[src/rtl/ls163_counter_chain.sv]
// ls163_counter_chain: presettable synchronous binary counter made of STAGES
// cascaded 74LS163-style 4-bit sections with a lookahead ripple-carry chain.
// Clear and load are shared by every section. ENP goes to every section.
// ENT enters section 0 only, and each section's RCO enables the next section.

// One 74LS163 section.
// Priority: clear, then load, then count.
// RCO is combinational and ignores ENP, matching the TTL part.
module ls163_section (
    input  logic       clk,
    input  logic       clr_n,
    input  logic       load_n,
    input  logic       enp,
    input  logic       ent,
    input  logic [3:0] d,
    output logic [3:0] q,
    output logic       rco
);

    // Synchronous clear/load/count register; clear overrides everything.
    always_ff @(posedge clk) begin
        if (!clr_n)
            q <= 4'h0;
        else if (!load_n)
            q <= d;
        else if (enp && ent)
            q <= q + 4'h1;
    end

    assign rco = ent & (q == 4'hF);

endmodule

module ls163_counter_chain #(
    parameter int STAGES = 2,
    parameter int W      = 4 * STAGES
) (
    input  logic              clk,
    input  logic              clr_n,
    input  logic              load_n,
    input  logic              enp,
    input  logic              ent,
    input  logic [W-1:0]      d,
    output logic [W-1:0]      q,
    output logic [STAGES-1:0] stage_rco,
    output logic              rco
);

    // ent_chain[k] is the ENT seen by section k.
    // Section k's ENT is the RCO of section k-1, so a section only advances
    // while every lower section sits at 4'hF.
    logic [STAGES:0] ent_chain;

    assign ent_chain[0] = ent;

    genvar k;
    generate
        for (k = 0; k < STAGES; k++) begin : g_sec
            ls163_section u_sec (
                .clk    (clk),
                .clr_n  (clr_n),
                .load_n (load_n),
                .enp    (enp),
                .ent    (ent_chain[k]),
                .d      (d[4*k +: 4]),
                .q      (q[4*k +: 4]),
                .rco    (stage_rco[k])
            );
            assign ent_chain[k+1] = stage_rco[k];
        end
    endgenerate

    assign rco = stage_rco[STAGES-1];

endmodule

[config.mk]
export PLATFORM = sky130hd
export DESIGN_NAME = ls163_counter_chain
export DESIGN_NICKNAME = d
export VERILOG_FILES = /design/src/rtl/ls163_counter_chain.sv
export SDC_FILE = /design/constraint.sdc
export NUM_CORES = 1
export LEC_CHECK = 0
export BUFFER_PORTS_ARGS = -buffer_cell sky130_fd_sc_hd__buf_2
export CORE_AREA = 2 2 39 41
export CTS_CLUSTER_DIAMETER = 60
export DETAILED_ROUTE_END_ITERATION = 7
export DIE_AREA = 0 0 41 43
export MAX_ROUTING_LAYER = met4
export SLEW_MARGIN = 20
export SYNTH_ARGS = -nofsm -noshare
export SYNTH_HDL_FRONTEND = slang
export SYNTH_HIERARCHICAL = 1
export SYNTH_SLANG_ARGS = --single-unit
[constraint.sdc]
create_clock -name clk -period 3.9 [get_ports clk]
set_clock_uncertainty 0.15 [all_clocks]
set_input_delay 0 -clock clk [delete_from_list [all_inputs] [get_ports clk]]
set_output_delay 0 -clock clk [all_outputs]
set_load 0.01 [all_outputs]
==> metrics list <==
- The first detailed-routing pass took 3 iterations.
* Number of vias per cell after detailed routing: 4.78
* Antenna violations before repair: 0
- Registers with the most flip-flops: g_sec.u_sec/q x8
- Global routing consumed, over all layers together, 14.9% of the routing resources.
- Wire length after detailed routing: 1160 um
- After synthesis the cells add up to 418 sq um.
* Post-place instance area: 546 sq um
* Final Slew Violations: 0
* Clock tree from TritonCTS: built
- The number of setup buffers added after CTS is 0.
* Ratio of final minimum period to clock period: 56.5%
* Worst supply voltage drop on vdd: 0.134 mV
* Worst setup timing slack at the placement stage: 2260 ps
* CP required: 3940 ps
* Final setup viols: 0
- Clock sink total: 8
* Worst hold path cell count: 3
- STA classifies the critical path endpoint as a flip-flop.
- Setup repair after global routing left no endpoint under its margin.
- Switching component of the power: 53.6 uW
- Number of enable flip-flop cells after synthesis: 0
- Post-route core utilization: 55.5%
- Pwr dens: 269 mW/mm^2
- At the later pin of the worst-skew pair, clock insertion delay measures 250 ps.
- CP Max Fanout: 5
- In this run the critical register-to-register path is launched from g_sec[0].u_sec/q[0].
* Number of distinct library cell variants in the gate-level netlist after synthesis: 16
* H-Tree Depth: 1
- Core area: 0.00138 sq mm
- Per report_power, the sequential group accounts for 45.5% of the total.
- Once layout is complete, the cells apart from fillers number 110.
- The repair_antennas step left the layout with diodes totalling 0.
- CP Launch Point: g_sec[0].u_sec/q[0]
- The detail route stage leaves a number of antenna-violating nets equal to 0.
- Proportion of synthesized chip area in sequential cells: 38.3%
- The flow ran to the end, and the final reports show no timing, DRC or antenna violations.
* Avg Synthesized Cell Area: 8.53 sq um
- In the routed design, unresolved DRC markers number 0.
* Post-synth net total: 64
* FF-to-FF path depth: 6
- Cell total after placement: 87
* Via count of the first global-routing pass: 454
- Cells with a size suffix above 1 make up 31.9% of the layout.
* Number of fillers in the final layout: 142
- Count of state elements after synthesis: 8
- Fmax: 0.454 GHz
- 24 I/O pins were placed.
- Portion of total power attributed to the clock network: 30.4%
* Clk buf depth: 2
* Clock transition at the registers of the reported paths: 60 ps
- The die is 41 um wide.
* Static power due to leakage: 0.360 nW
- Across all hold checks on the routed design, the worst slack comes to 387 ps.
- Number of core rows: 14
- Initial cell density of the core: 30.2%
* RePlAce Congestion: 0.751
* Routed wirelength normalized by instance count: 10.6 um
- Worst Hold Launch: ent
* Final non-filler cell area: 768 sq um
- Net total in the final layout: 111
* Relative slew slack: 83.1%
- Total congestion overflow: 0
- FFs w/ async S/R, synth: 0%
* Max capacitance violation total: 0
- Min setup slack post-route: 1700 ps
- The cell count after synthesis came out at 49.
- Type of the worst setup path: reg -> reg
- Setup TNS after final layout: 0 ps
* Largest net degree at the start of global routing: 17
- Internal Dissipation: 153 uW
- Combinational logic burns 24.1% of the power.
- Biggest register: g_sec.u_sec/q
* Worst path arrival time: 2240 ps
* Total die area: 0.00176 sq mm
- During synthesis, Yosys emitted a total of 6 warnings.
- Crit path launch type: flip-flop
- Once detailed placement completed, the half-perimeter wirelength came to 768 um.
* Root cell of the clock tree: sky130_fd_sc_hd__clkbuf_4
- Flip-flop count of the largest register, all copies and words added: 8
- Wire length of the first global-routing pass: 1750 um
* Design Power: 207 uW
- Num CTS Buffers: 3
- After the first detailed-routing iteration, the DRC count stood at 6.
- The final count of hold timing violations is 0.
- Chip Height: 43 um
- Number of buffers inserted by port buffering: 23
- Net switching is 25.9% of the power.
- The min-delay analysis places its worst path in the category in -> out.
- Clock period minus final worst setup slack: 2200 ps
- DR vias: 526
- The area growth from synthesis to layout is 83.8%.
- Slew @ Worst Pin: 253 ps
- Primary flip-flop cell chosen by synthesis mapping: sky130_fd_sc_hd__dfxtp_1
## cell usage in the layout (no fill, tap or decap)
cell / count
sky130_fd_sc_hd__clkbuf_4: 3
sky130_fd_sc_hd__a21oi_1: 2
sky130_fd_sc_hd__nand2_2: 2
sky130_fd_sc_hd__o21ai_0: 6
sky130_fd_sc_hd__nand3_1: 6
sky130_fd_sc_hd__a311oi_1: 2
sky130_fd_sc_hd__xor2_1: 4
sky130_fd_sc_hd__or3_1: 2
sky130_fd_sc_hd__a211oi_1: 2
sky130_fd_sc_hd__dfxtp_1: 8
sky130_fd_sc_hd__and4_2: 2
sky130_fd_sc_hd__ha_1: 2
sky130_fd_sc_hd__a31oi_1: 2
sky130_fd_sc_hd__nand2_1: 2
sky130_fd_sc_hd__buf_2: 23
sky130_fd_sc_hd__inv_1: 2
sky130_fd_sc_hd__nor2_1: 4
sky130_fd_sc_hd__dlygate4sd3_1: 20
## layout make-up
cell class | count | area (sq um) | area share [%]
Multi-Input combinational cell | 38 | 243 | 31.6
Timing Repair Buffer | 43 | 315 | 41.0
Inverter | 2 | 7.51 | 0.977
Tap cell | 16 | 20.0 | 2.61
Sequential cell | 8 | 160 | 20.8
Clock buffer | 3 | 22.5 | 2.93
## power groups by stage
stage / Combinational [mW] / Clock [mW] / Sequential [mW]
final: 0.0499 / 0.0628 / 0.0941
after floorplan: 0.0117 / 0 / 0.0977
after global placement: 0.0320 / 0 / 0.0956
after CTS: 0.0495 / 0.0658 / 0.0941
after global routing: 0.0552 / 0.0703 / 0.0950
after detailed placement: 0.0316 / 0 / 0.0958
## path summary, 6_finish.rpt
check | to | slack (ps)
max | g_sec[1].u_sec/q[3] | 1700
min | stage_rco[0] | 390
max reg2reg | g_sec[1].u_sec/q[3] | 1700
min reg2reg | g_sec[1].u_sec/q[1] | 910
## critical path, stage by stage, from the launching register on
cell	delay, ps
sky130_fd_sc_hd__dfxtp_1	390
sky130_fd_sc_hd__ha_1	180
sky130_fd_sc_hd__and4_2	280
sky130_fd_sc_hd__nand2_2	90
sky130_fd_sc_hd__or3_1	350
sky130_fd_sc_hd__a31oi_1	160
sky130_fd_sc_hd__dlygate4sd3_1	560
## routing by layer
| metal | global-route usage, % | vias to the layer above | routed length [um] |
|---|---|---|---|
| met3 | 3.14 | 2 | 84 |
| met1 | 17.4 | 231 | 554 |
| met4 | 8.00 | 0 | 12 |
| met2 | 22.8 | 19 | 510 |
| li1 | - | 274 | - |
| met5 | - | - | 0 |
## repair_timing
item / CTS / global route
hold buffers: 20 / 0
resized for setup: 0 / 0
hold endpoints to repair: 8 / 0
## cell families after synthesis
| logic type | count (synthesis) | synth area share, % |
|---|---|---|
| DFF | 8 | 38.3 |
| buffers and inverters | 3 | 3.59 |
| and+or+nand+nor | 18 | 23.4 |
| AOI/OAI and AO/OA | 14 | 20.4 |
| adders and majority gates | 2 | 5.99 |
| xor gates and xnor gates | 4 | 8.38 |
## synthesized netlist by cell type (4+ instances only)
cell,number,area share (%)
sky130_fd_sc_hd__nand3_1,6,7.2
sky130_fd_sc_hd__nor2_1,4,3.6
sky130_fd_sc_hd__xor2_1,4,8.4
sky130_fd_sc_hd__o21ai_0,6,7.2
sky130_fd_sc_hd__dfxtp_1,8,38
Note: power is estimated with default switching activity, not from simulation.
